`src/rtl/bram_frame_streamer.sv`:
```
// bram_frame_streamer: reads a compacted frame from BRAM1 port 2 and emits it as a
// valid/ready pixel stream with sof/eol/eof markers.
// Build macro FRAME_STREAMER_PAD_EN: Sobel frames are emitted full-size with a zero border.
module bram_frame_streamer #(
  parameter int unsigned DATA_WIDTH   = 8,
  parameter int unsigned ADDR_WIDTH   = 16,
  parameter int unsigned IMAGE_WIDTH  = 100,
  parameter int unsigned IMAGE_HEIGHT = 100
) (
  input  logic                  clk,
  input  logic                  rst,
  input  logic                  i_start,
  input  logic                  i_run,
  output logic                  b1_ce2,
  output logic                  b1_we2,
  output logic [ADDR_WIDTH-1:0] b1_addr2,
  output logic [DATA_WIDTH-1:0] b1_d2,
  input  logic [DATA_WIDTH-1:0] b1_q2,
  output logic                  o_valid,
  input  logic                  i_ready,
  output logic [DATA_WIDTH-1:0] o_data,
  output logic                  o_sof,
  output logic                  o_eol,
  output logic                  o_eof,
  output logic                  o_idle,
  output logic                  o_busy,
  output logic                  o_done
);
  localparam int unsigned XW = $clog2(IMAGE_WIDTH + 1);
  localparam int unsigned YW = $clog2(IMAGE_HEIGHT + 1);

  typedef enum logic [1:0] {IDLE, STREAM, DRAIN, DONE} state_t;

  state_t                state_q, state_d;
  logic [XW-1:0]         out_w_q, out_w_d, ix_q, ix_d, x_q, x_d;
  logic [YW-1:0]         out_h_q, out_h_d, iy_q, iy_d, y_q, y_d;
  logic [ADDR_WIDTH-1:0] addr_q, addr_d;
  logic                  pend_q, pend_d, pend_zero_q, pend_zero_d;
  logic [DATA_WIDTH-1:0] fifo_q [2];
  logic [DATA_WIDTH-1:0] fifo_d [2];
  logic                  wr_ptr_q, wr_ptr_d, rd_ptr_q, rd_ptr_d;
  logic [1:0]            count_q, count_d;
`ifdef FRAME_STREAMER_PAD_EN
  logic                  pad_q, pad_d;
`endif

  logic       pop, issue, issue_last, last_pix, border;
  logic [2:0] occ;

  // Handshake, read-issue and position decode from current state
  always_comb begin
    pop        = (count_q != 2'd0) && i_ready;
    occ        = 3'(count_q) + 3'(pend_q) - 3'(pop);
    issue      = (state_q == STREAM) && (occ < 3'd2);
    issue_last = (ix_q == out_w_q - XW'(1)) && (iy_q == out_h_q - YW'(1));
    last_pix   = (x_q == out_w_q - XW'(1)) && (y_q == out_h_q - YW'(1));
`ifdef FRAME_STREAMER_PAD_EN
    border     = pad_q && ((ix_q == '0) || (iy_q == '0) ||
                           (ix_q == out_w_q - XW'(1)) || (iy_q == out_h_q - YW'(1)));
`else
    border     = 1'b0;
`endif
  end

  assign b1_ce2   = issue && !border;
  assign b1_we2   = 1'b0;
  assign b1_addr2 = addr_q;
  assign b1_d2    = '0;
  assign o_valid  = (count_q != 2'd0);
  assign o_data   = fifo_q[rd_ptr_q];
  assign o_sof    = o_valid && (x_q == '0) && (y_q == '0);
  assign o_eol    = o_valid && (x_q == out_w_q - XW'(1));
  assign o_eof    = o_eol && (y_q == out_h_q - YW'(1));
  assign o_idle   = (state_q == IDLE);
  assign o_busy   = (state_q == STREAM) || (state_q == DRAIN);
  assign o_done   = (state_q == DONE);

  // Next-state, read issue, FIFO push/pop and output position counters
  always_comb begin
    state_d     = state_q;
    out_w_d     = out_w_q;
    out_h_d     = out_h_q;
    ix_d        = ix_q;
    iy_d        = iy_q;
    x_d         = x_q;
    y_d         = y_q;
    addr_d      = addr_q;
    pend_d      = issue;
    pend_zero_d = issue && border;
    fifo_d[0]   = fifo_q[0];
    fifo_d[1]   = fifo_q[1];
    wr_ptr_d    = wr_ptr_q;
    rd_ptr_d    = rd_ptr_q;
    count_d     = occ[1:0];
`ifdef FRAME_STREAMER_PAD_EN
    pad_d       = pad_q;
`endif

    // a border slot occupies a FIFO entry like a read but pushes zero
    if (pend_q) begin
      fifo_d[wr_ptr_q] = pend_zero_q ? '0 : b1_q2;
      wr_ptr_d         = ~wr_ptr_q;
    end

    if (pop) begin
      rd_ptr_d = ~rd_ptr_q;
      if (x_q == out_w_q - XW'(1)) begin
        x_d = '0;
        y_d = y_q + YW'(1);
      end else begin
        x_d = x_q + XW'(1);
      end
    end

    if (issue) begin
      if (!border) addr_d = addr_q + ADDR_WIDTH'(1);
      if (ix_q == out_w_q - XW'(1)) begin
        ix_d = '0;
        iy_d = iy_q + YW'(1);
      end else begin
        ix_d = ix_q + XW'(1);
      end
    end

    case (state_q)
      IDLE: begin
        if (i_start) begin
          state_d = STREAM;
`ifdef FRAME_STREAMER_PAD_EN
          pad_d   = i_run;
          out_w_d = XW'(IMAGE_WIDTH);
          out_h_d = YW'(IMAGE_HEIGHT);
`else
          out_w_d = i_run ? XW'(IMAGE_WIDTH - 2) : XW'(IMAGE_WIDTH);
          out_h_d = i_run ? YW'(IMAGE_HEIGHT - 2) : YW'(IMAGE_HEIGHT);
`endif
          addr_d  = '0;
          ix_d    = '0;
          iy_d    = '0;
          x_d     = '0;
          y_d     = '0;
        end
      end
      STREAM:  if (issue && issue_last) state_d = DRAIN;
      DRAIN:   if (pop && last_pix) state_d = DONE;
      DONE:    state_d = IDLE;
      default: state_d = IDLE;
    endcase
  end

  // State and datapath registers with synchronous reset
  always_ff @(posedge clk) begin
    if (rst) begin
      state_q     <= IDLE;
      out_w_q     <= '0;
      out_h_q     <= '0;
      ix_q        <= '0;
      iy_q        <= '0;
      x_q         <= '0;
      y_q         <= '0;
      addr_q      <= '0;
      pend_q      <= 1'b0;
      pend_zero_q <= 1'b0;
      fifo_q[0]   <= '0;
      fifo_q[1]   <= '0;
      wr_ptr_q    <= 1'b0;
      rd_ptr_q    <= 1'b0;
      count_q     <= '0;
`ifdef FRAME_STREAMER_PAD_EN
      pad_q       <= 1'b0;
`endif
    end else begin
      state_q     <= state_d;
      out_w_q     <= out_w_d;
      out_h_q     <= out_h_d;
      ix_q        <= ix_d;
      iy_q        <= iy_d;
      x_q         <= x_d;
      y_q         <= y_d;
      addr_q      <= addr_d;
      pend_q      <= pend_d;
      pend_zero_q <= pend_zero_d;
      fifo_q[0]   <= fifo_d[0];
      fifo_q[1]   <= fifo_d[1];
      wr_ptr_q    <= wr_ptr_d;
      rd_ptr_q    <= rd_ptr_d;
      count_q     <= count_d;
`ifdef FRAME_STREAMER_PAD_EN
      pad_q       <= pad_d;
`endif
    end
  end

endmodule

```
`config.mk`:
```
export PLATFORM = sky130hd
export DESIGN_NAME = bram_frame_streamer
export DESIGN_NICKNAME = d
export VERILOG_FILES = /design/src/rtl/bram_frame_streamer.sv
export SDC_FILE = /design/constraint.sdc
export NUM_CORES = 1
export LEC_CHECK = 0
export ABC_CLOCK_PERIOD_IN_PS = 4050
export BUFFER_PORTS_ARGS = -buffer_cell sky130_fd_sc_hd__buf_2
export CORE_MARGIN = 10
export CORE_UTILIZATION = 55
export CTS_CLUSTER_SIZE = 24
export DETAILED_ROUTE_END_ITERATION = 10
export PLACE_DENSITY = 0.89
export RECOVER_POWER = 50
export SLEW_MARGIN = 20
export SYNTH_ARGS = -nofsm -noshare
export SYNTH_HDL_FRONTEND = slang
export SYNTH_SLANG_ARGS = --single-unit
```
`constraint.sdc`:
```
create_clock -name clk -period 4.05 [get_ports clk]
set_input_delay 0.405 -clock clk [delete_from_list [all_inputs] [get_ports clk]]
set_output_delay 0.405 -clock clk [all_outputs]
set_load 0.05 [all_outputs]
```
==> results.txt, run 1 <==
----------------------------------------------------
[Outcome]
  Outcome ... complete, no violations

[Critical path]
  Critical R2R Launch ... count_q[1]$_SDFF_PP0_
  Setup slack, reg-to-reg ... 0.65 ns
  Length in cells of the worst reg-to-reg path ... 12
  Data arrival time of the critical path ... 3.68 ns
  Crit start category ... flop
  Critical-path maximum fanout ... 9
  R2r endpoint ... state_q[1]$_SDFFE_PP0P_
  Nature of the critical path endpoint ... flop
  Worst setup path category ... reg2reg
  Data required, critical path ... 4.32 ns

[Clocking]
  Skew-Pair Late Insertion Delay ... 0.34 ns
  Clock Sink Count ... 71
  Number of CTS-inserted buffers ... 9
  Clock slew at the register clock pins of the worst setup and hold paths ... 0.08 ns
  Hold buffer count at CTS ... 0
  CTS max path bufs ... 2
  CTS tree ... yes
  Post-CTS Resized ... 0
  Clock root buffer ... sky130_fd_sc_hd__clkbuf_8
  H-tree levels ... 3
  Number of buffers added for setup after CTS ... 0

[Route]
  DR DRC count ... 0
  Initial DRC Count ... 149
  Total via count after detailed routing ... 2898
  Aggregate routed wire length ... 7.63 mm
  TritonRoute pass-1 iters ... 4
  Routed vias/inst ... 5.45
  Routed wirelength normalized by instance count ... 14.3 um
  Antenna Nets Post-Route ... 0

[Run]
  Max-capacitance violation count ... 0

[STA]
  Worst hold slack ... 0.306 ns
  Peak clock frequency supported by timing ... 294 MHz
  Final critical-path required period ... 3.40 ns
  Relative max-transition margin ... 0.306
  Setup repair after global routing missed its margin ... no
  Setup TNS ... 0 ns
  Setup Skew ... 0.00655 ns
  Final cycle utilization of the critical path ... 0.841
  Crit path setup slack, layout ... 0.645 ns
  Final setup viols ... 0
  Tightest Pin Transition ... 1.04 ns
  Final Max Slew Viols ... 0
  Final Hold Violating Endpoints ... 0

[Logic synthesis]
  Post-Synth Adder-Cell Area ... 0.0514
  Simple-gate share of the synthesized area ... 0.238
  Count of state elements after synthesis ... 71
  Avg Synthesized Cell Area ... 8.60 um^2
  Combinational family with the most area after synthesis ... simple AND/OR/NAND/NOR gates
  Post-synthesis xor/xnor area fraction ... 0.121
  Syn Inst Count ... 413
  Main synth FF type ... sky130_fd_sc_hd__dfxtp_1
  Synth Area in Compound Gates ... 0.0838
  Count of flip-flops with a built-in enable after synthesis ... 0
  Asr flop ratio synth ... 0
  Netlist area before placement ... 0.00355 mm^2
  Cell variety after synth ... 44
  Sequential share of the synthesized area ... 0.400
  Multiplexer share of the synthesized area ... 0.0497
  Synth Warn # ... 0

[GRT]
  Vias in the first global route ... 2832
  Met2 track utilization from global routing ... 0.247
  Met3 usage in global routing ... 0.0604
  Antenna violations before repair ... 0
  GR met1 Demand/Resource ... 0.176
  Remaining Overflow, GRT ... 0
  Most Crowded Layer GR ... met2
  Global-route wire length before repair ... 12.8 mm
  Maximum number of pins on one net before global-route repair ... 33
  All-Layer GR Usage ... 0.151

[Placement]
  Half-perimeter wire length of the detailed placement result ... 5.64 mm
  Worst slack, placed ... 0.654 ns
  PortBufs ... 44
  Gpl congestion ... 0.841
  Placed instance area ... 0.00376 mm^2

[Floorplan]
  Die height ... 100 um
  Initial core utilization ... 0.563
  Number of placement rows ... 29
  Area of the core ... 0.00631 mm^2
  Area of the die ... 0.0101 mm^2
  Count of pins on the block boundary ... 54
  Horizontal die dimension ... 100 um

[Cells and area]
  Synth-to-layout area growth ... 11.2%
  Most common cell after layout, fill and taps aside ... sky130_fd_sc_hd__dfxtp_1
  NumNets Final ... 477
  Fraction of layout instances using a drive strength above 1 ... 0.110
  ANT cells ... 0
  Commonest cells after routing, fill and taps aside ... 71 x sky130_fd_sc_hd__dfxtp_1, 50 x sky130_fd_sc_hd__nand2_1, 47 x sky130_fd_sc_hd__nor2_1
  Cell area after layout ... 0.00395 mm^2

[Worst hold path]
  Worst min-delay path startpoint ... b1_q2[2]
  Type of the worst min-delay path ... in2reg
  Number of instances on the worst hold path ... 3
  Hold Crit Endpoint ... fifo_q[0][2]$_SDFFE_PP0P_

[Pwr]
  Final Total Pwr ... 2.18 mW
  Peak supply drop ... 407 uV
  Leakage power of the design ... 1.53 nW
  Power Density ... 553 mW/mm^2

----------------------------------------------------
registers in the layout, summed over array words and instances, names as in the netlist, 3 cells and up, named ones only:
name / cells
b1_addr2: 16
fifo_q: 16
ix_q: 7
iy_q: 7
out_h_q: 3
x_q: 7
y_q: 7
where the power goes:
group / switching, mW / internal [mW]
Sequential: 0.0795 / 0.756
Combinational: 0.497 / 0.223
Clock: 0.267 / 0.361
Total: 0.843 / 1.34
worst max-delay path by stage:
stage	slack (ns)	depth (start not counted)	start	to
floorplan	0.38	13	count_q[1]$_SDFF_PP0_	state_q[1]$_SDFFE_PP0P_
global placement	0.80	12	count_q[1]$_SDFF_PP0_	state_q[1]$_SDFFE_PP0P_
detailed placement	0.65	12	count_q[1]$_SDFF_PP0_	state_q[1]$_SDFFE_PP0P_
CTS	0.63	12	count_q[1]$_SDFF_PP0_	state_q[1]$_SDFFE_PP0P_
global route	0.28	12	count_q[1]$_SDFF_PP0_	state_q[1]$_SDFFE_PP0P_
finish	0.65	12	count_q[1]$_SDFF_PP0_	state_q[1]$_SDFFE_PP0P_
routing by layer:
metal / part of all wire / wire length, um
met1: 0.45 / 3450
met2: 0.48 / 3640
met3: 0.057 / 437
met4: 0.013 / 98
met5: 0 / 0
synth_stat cells (4+ instances only):
master                     number  area [um^2]
sky130_fd_sc_hd__a21oi_1       26          130
sky130_fd_sc_hd__inv_1         13         48.8
sky130_fd_sc_hd__nor3_1         5         25.0
sky130_fd_sc_hd__xnor2_1       16          140
sky130_fd_sc_hd__nand3_1       25          125
sky130_fd_sc_hd__nand4_1       12         75.1
sky130_fd_sc_hd__and4_1         4         35.0
sky130_fd_sc_hd__clkbuf_1      13         48.8
sky130_fd_sc_hd__o21ai_0        4         20.0
sky130_fd_sc_hd__mux2_2         9          101
sky130_fd_sc_hd__or3_1          8         50.1
sky130_fd_sc_hd__and3_1         9         56.3
sky130_fd_sc_hd__and2_1         5         31.3
sky130_fd_sc_hd__dfxtp_1       71         1420
sky130_fd_sc_hd__buf_4          9         67.6
sky130_fd_sc_hd__ha_1          13          163
sky130_fd_sc_hd__xor2_1        33          289
sky130_fd_sc_hd__nor2_1        47          176
sky130_fd_sc_hd__mux2i_1        6         60.1
sky130_fd_sc_hd__nand2_1       50          188
per-stage QoR:
step / utilization / cells
after global routing: 0.625 / 532
after floorplan: - / 421
after CTS: 0.631 / 532
after global placement: 0.596 / 516
after detailed placement: 0.596 / 516
final: 0.625 / 532
critical path, stage by stage, from the launching register on:
cell                        delay (ns)
sky130_fd_sc_hd__dfxtp_1          0.39
sky130_fd_sc_hd__or2_2            0.18
sky130_fd_sc_hd__nand2_1          0.11
sky130_fd_sc_hd__mux2i_1          0.14
sky130_fd_sc_hd__ha_1             0.16
sky130_fd_sc_hd__inv_1            0.05
sky130_fd_sc_hd__fa_1             0.37
sky130_fd_sc_hd__xnor2_1          0.30
sky130_fd_sc_hd__o2111ai_1        0.22
sky130_fd_sc_hd__a2111oi_4        0.61
sky130_fd_sc_hd__nand4_1          0.20
sky130_fd_sc_hd__a222oi_1         0.38
sky130_fd_sc_hd__mux2i_1          0.23
cells by family after synthesis:
| family | count (synthesis) |
|---|---|
| AOI/OAI and AO/OA | 45 |
| xor gates and xnor gates | 49 |
| adders and majority gates | 14 |
| buffers and inverters | 40 |
| DFF | 71 |
| muxes | 16 |
| other | 1 |
| and+or+nand+nor | 177 |
area by class of cell:
class | count | area [um^2]
Timing Repair Buffer | 45 | 194
Clock buffer | 10 | 138
Fill cell | 548 | 2360
Tap cell | 77 | 96.3
Inverter | 13 | 48.8
Sequential cell | 71 | 1420
Multi-Input combinational cell | 310 | 1970
Clock inverter | 6 | 83.8
Note: power is estimated with default switching activity, not from simulation.
==> run 2, diff against run 1 <==
Settings changed: ABC_AREA set to 1, ABC_CLOCK_PERIOD_IN_PS 4050 to 3000, CORE_UTILIZATION 55 to 52, PLACE_DENSITY 0.89 to 0.87.
Clock period 4.05 ns to 3 ns, I/O delays scaled along.
==> run 2 against run 1 <==
  * Worst setup slack got worse by 0.50 ns
  * Synthesized cell count grew 35%
  * Non-clock buffer count rose by 7
  * Design area increased by 11%
  * Global-route usage up 1.7 points
  * Clock power up 53%
  * Synthesized area increased by 5.8%
  * Flip-flop and latch count unchanged
  * Combinational power grew 90%
  * Critical path depth increased by 2
  * Largest cell class unchanged
  * Largest power group is now combinational cells
==> results.txt, run 2 <==
----------------------------------------------------
[Outcome]
  Outcome ... complete, no violations

[STA]
  Final setup viols ... 0 (unchanged)
  Setup repair after global routing missed its margin ... yes
  Tightest Pin Transition ... 0.625 ns (-0.413 ns)
  Setup Skew ... 0.0103 ns (+0.00375 ns)
  Final Max Slew Viols ... 0 (unchanged)
  Final critical-path required period ... 2.86 ns
  Final cycle utilization of the critical path ... 0.953
  Final Hold Violating Endpoints ... 0 (unchanged)
  Peak clock frequency supported by timing ... 350 MHz
  Relative max-transition margin ... 0.585 (+0.279)
  Setup TNS ... 0 ns (unchanged)

[Clocking]
  CTS max path bufs ... 2 (unchanged)
  Skew-Pair Late Insertion Delay ... 0.37 ns (+0.03 ns)
  Hold buffer count at CTS ... 0 (unchanged)
  CTS tree ... yes
  Clock Sink Count ... 71 (unchanged)
  Clock root buffer ... sky130_fd_sc_hd__clkbuf_8
  Number of CTS-inserted buffers ... 9 (unchanged)
  Clock slew at the register clock pins of the worst setup and hold paths ... 0.08 ns (about the same)
  H-tree levels ... 3 (unchanged)

[GRT]
  Most Crowded Layer GR ... met2
  Antenna violations before repair ... 0 (unchanged)
  Maximum number of pins on one net before global-route repair ... 21 (-36%)
  All-Layer GR Usage ... 0.168 (+0.0175)
  Remaining Overflow, GRT ... 0 (unchanged)
  GR met1 Demand/Resource ... 0.189 (+0.0132)
  Met3 usage in global routing ... 0.0608 (+0.000371)
  Vias in the first global route ... 3456 (+22%)
  Global-route wire length before repair ... 15.6 mm (+22%)
  Met2 track utilization from global routing ... 0.287 (+0.0396)

[Pwr]
  Power Density ... 792 mW/mm^2 (+43%)
  Peak supply drop ... 427 uV (+4.9%)
  Leakage power of the design ... 1.82 nW (+19%)

[Logic synthesis]
  Library cell with the largest summed area after synthesis ... sky130_fd_sc_hd__dfxtp_1
  Avg Synthesized Cell Area ... 6.74 um^2 (-22%)
  Multiplexer share of the synthesized area ... 0 (-0.0497)
  Simple-gate share of the synthesized area ... 0.290 (+0.0515)
  Count of state elements after synthesis ... 71 (unchanged)
  Main synth FF type ... sky130_fd_sc_hd__dfxtp_1
  Synth Area in Compound Gates ... 0.137 (+0.0530)
  Cell variety after synth ... 32 (-27%)
  Combinational family with the most area after synthesis ... simple AND/OR/NAND/NOR gates
  Leading cell types by count after synthesis ... 111 x sky130_fd_sc_hd__nand2_1, 79 x sky130_fd_sc_hd__inv_1, 71 x sky130_fd_sc_hd__dfxtp_1
  Fraction of post-synthesis cell area in the top cell type by area ... 0.378 (-0.0220)
  Top post-synthesis cells by area ... sky130_fd_sc_hd__dfxtp_1 38%, sky130_fd_sc_hd__nand2_1 11%, sky130_fd_sc_hd__inv_1 7.9%, sky130_fd_sc_hd__nor2_1 7.0%, sky130_fd_sc_hd__o21ai_0 5.9%
  Synth Warn # ... 0 (unchanged)
  Library cell with the highest instance count after synthesis ... sky130_fd_sc_hd__nand2_1
  Syn Inst Count ... 558 (+35%)
  Asr flop ratio synth ... 0 (unchanged)
  Post-synthesis xor/xnor area fraction ... 0.0256 (-0.0952)
  Netlist area before placement ... 0.00376 mm^2 (+5.8%)
  Post-Synth Adder-Cell Area ... 0.0486 (-0.00282)
  Count of flip-flops with a built-in enable after synthesis ... 0 (unchanged)
  Sequential share of the synthesized area ... 0.378 (-0.0220)

[Critical path]
  Critical R2R Launch ... count_q[1]$_SDFF_PP0_
  Startpoint of the most critical setup path ... count_q[1]$_SDFF_PP0_
  Critical-path maximum fanout ... 12 (+3)
  Setup slack, reg-to-reg ... 0.16 ns (-0.49 ns)
  Nature of the critical path endpoint ... output pin
  Crit start category ... flop
  Data arrival time of the critical path ... 2.56 ns (-1.12 ns)
  Data required, critical path ... 2.70 ns (-1.62 ns)
  Worst setup path category ... reg2out

[Cells and area]
  Fill count ... 627 (+14%)
  Synth-to-layout area growth ... 16.3%
  Commonest cells after routing, fill and taps aside ... 110 x sky130_fd_sc_hd__nand2_1, 75 x sky130_fd_sc_hd__inv_1, 68 x sky130_fd_sc_hd__dfxtp_1
  Final non-filler cell total ... 707 (+33%)
  Fraction of layout instances using a drive strength above 1 ... 0.134 (+0.0243)
  Share of the core filled with cells ... 0.633 (+0.00753)
  NumNets Final ... 633 (+33%)
  ANT cells ... 0 (unchanged)
  Most common cell after layout, fill and taps aside ... sky130_fd_sc_hd__nand2_1

[Floorplan]
  Die height ... 105 um (+4.6%)
  Area of the core ... 0.00691 mm^2 (+9.4%)
  Count of pins on the block boundary ... 54 (unchanged)
  Horizontal die dimension ... 105 um (+4.6%)
  Number of placement rows ... 30 (+3.4%)
  Initial core utilization ... 0.544 (-0.0184)
  Area of the die ... 0.0110 mm^2 (+9.5%)

[Route]
  Initial DRC Count ... 221 (+48%)
  Aggregate routed wire length ... 9.61 mm (+26%)
  Routed wirelength normalized by instance count ... 13.6 um (-5.2%)
  Antenna Nets Post-Route ... 0 (unchanged)
  DR DRC count ... 0 (unchanged)
  Total via count after detailed routing ... 3736 (+29%)
  Routed vias/inst ... 5.28 (-3.0%)
  TritonRoute pass-1 iters ... 5 (+1)

[Placement]
  Half-perimeter wire length of the detailed placement result ... 6.86 mm (+22%)
  PortBufs ... 44 (unchanged)
  Gpl congestion ... 0.890 (+5.9%)
  Count of placed standard cells including taps ... 687 (+33%)

[Worst hold path]
  Worst min-delay path startpoint ... rst
  Type of the worst min-delay path ... in2reg

[Run]
  Max-capacitance violation count ... 0 (unchanged)

----------------------------------------------------
==> run 2: changes by cell type in the layout (fill, tap and decap cells not counted), sizes merged, moves of 15 or more <==
cell,before,now
a21oi,26,41
buf,18,36
inv,13,88
nand2,50,111
nor2,47,74
o21ai,4,49
xor2,33,9
==> run 2: through the flow <==
step	total power, mW	setup WS [ns]	area [um^2]	hold slack [ns]
6_report	3.46	0.142	4370	0.190
5_1_grt	3.66	-0.0513	4370	0.190
4_1_cts	3.36	0.0348	4310	0.187
3_5_place_dp	2.38	-0.000723	4040	0.444
3_3_place_gp	2.34	0.178	4040	0.434
2_1_floorplan	2.10	0.0175	3800	0.424
==> run 2: cells by family after synthesis <==
| family | after synthesis |
|---|---|
| buffers and inverters | 109 |
| AO/OA/AOI/OAI | 99 |
| other | 1 |
| AND/OR/NAND/NOR | 253 |
| adder cells (fa/ha/maj) | 14 |
| XOR/XNOR | 11 |
| flip-flops | 71 |
==> run 2: metal layers <==
layer / wire length, um / up-vias / share of wire
li1: - / 1871 / -
met1: 3940 / 1719 / 0.41
met2: 4700 / 123 / 0.49
met3: 680 / 23 / 0.071
met4: 277 / 0 / 0.029
met5: 0 / - / 0
==> run 2: worst paths after layout <==
path              depth (start not counted)                         to
setup / recovery                         14                     b1_ce2
hold / removal                            2      count_q[1]$_SDFF_PP0_
setup reg to reg                         20         iy_q[2]$_SDFF_PP0_
hold reg to reg                           2  fifo_q[0][4]$_SDFFE_PP0P_
==> run 2: area by class of cell <==
class,count,area (um^2),share of cell area
clock buffers,9,124,0.0283
clock inverters,7,125,0.0286
inverters,86,330,0.0756
multi-input cells,386,1970,0.452
flip-flops and latches,71,1430,0.327
well taps,96,120,0.0275
repair buffers,52,270,0.0618
==> run 2: critical path, stage by stage (launching register included) <==
cell and delay [ns]:
sky130_fd_sc_hd__dfxtp_4 0.37, sky130_fd_sc_hd__nor2_2 0.05, sky130_fd_sc_hd__inv_2 0.08, sky130_fd_sc_hd__nand2_4 0.08
sky130_fd_sc_hd__inv_2 0.06, sky130_fd_sc_hd__nand2_1 0.05, sky130_fd_sc_hd__o21ai_1 0.09, sky130_fd_sc_hd__ha_2 0.17
sky130_fd_sc_hd__inv_1 0.05, sky130_fd_sc_hd__fa_1 0.57, sky130_fd_sc_hd__nand2_1 0.08, sky130_fd_sc_hd__inv_2 0.07
sky130_fd_sc_hd__nand3_4 0.14, sky130_fd_sc_hd__inv_6 0.15, sky130_fd_sc_hd__buf_6 0.17
==> run 2: where the power goes <==
group	internal [mW]	switching, mW	leakage (nW)
logic	0.390	0.980	1.12
registers	1.04	0.0852	0.576
clock network	0.562	0.402	0.125
==> run 2: timing repair <==
action / CTS / global route
setup buffers: 0 / 4
setup endpoints to repair: 4 / 21
gates cloned: 0 / 0
pin swaps: 0 / 7
resized for setup: 6 / 19
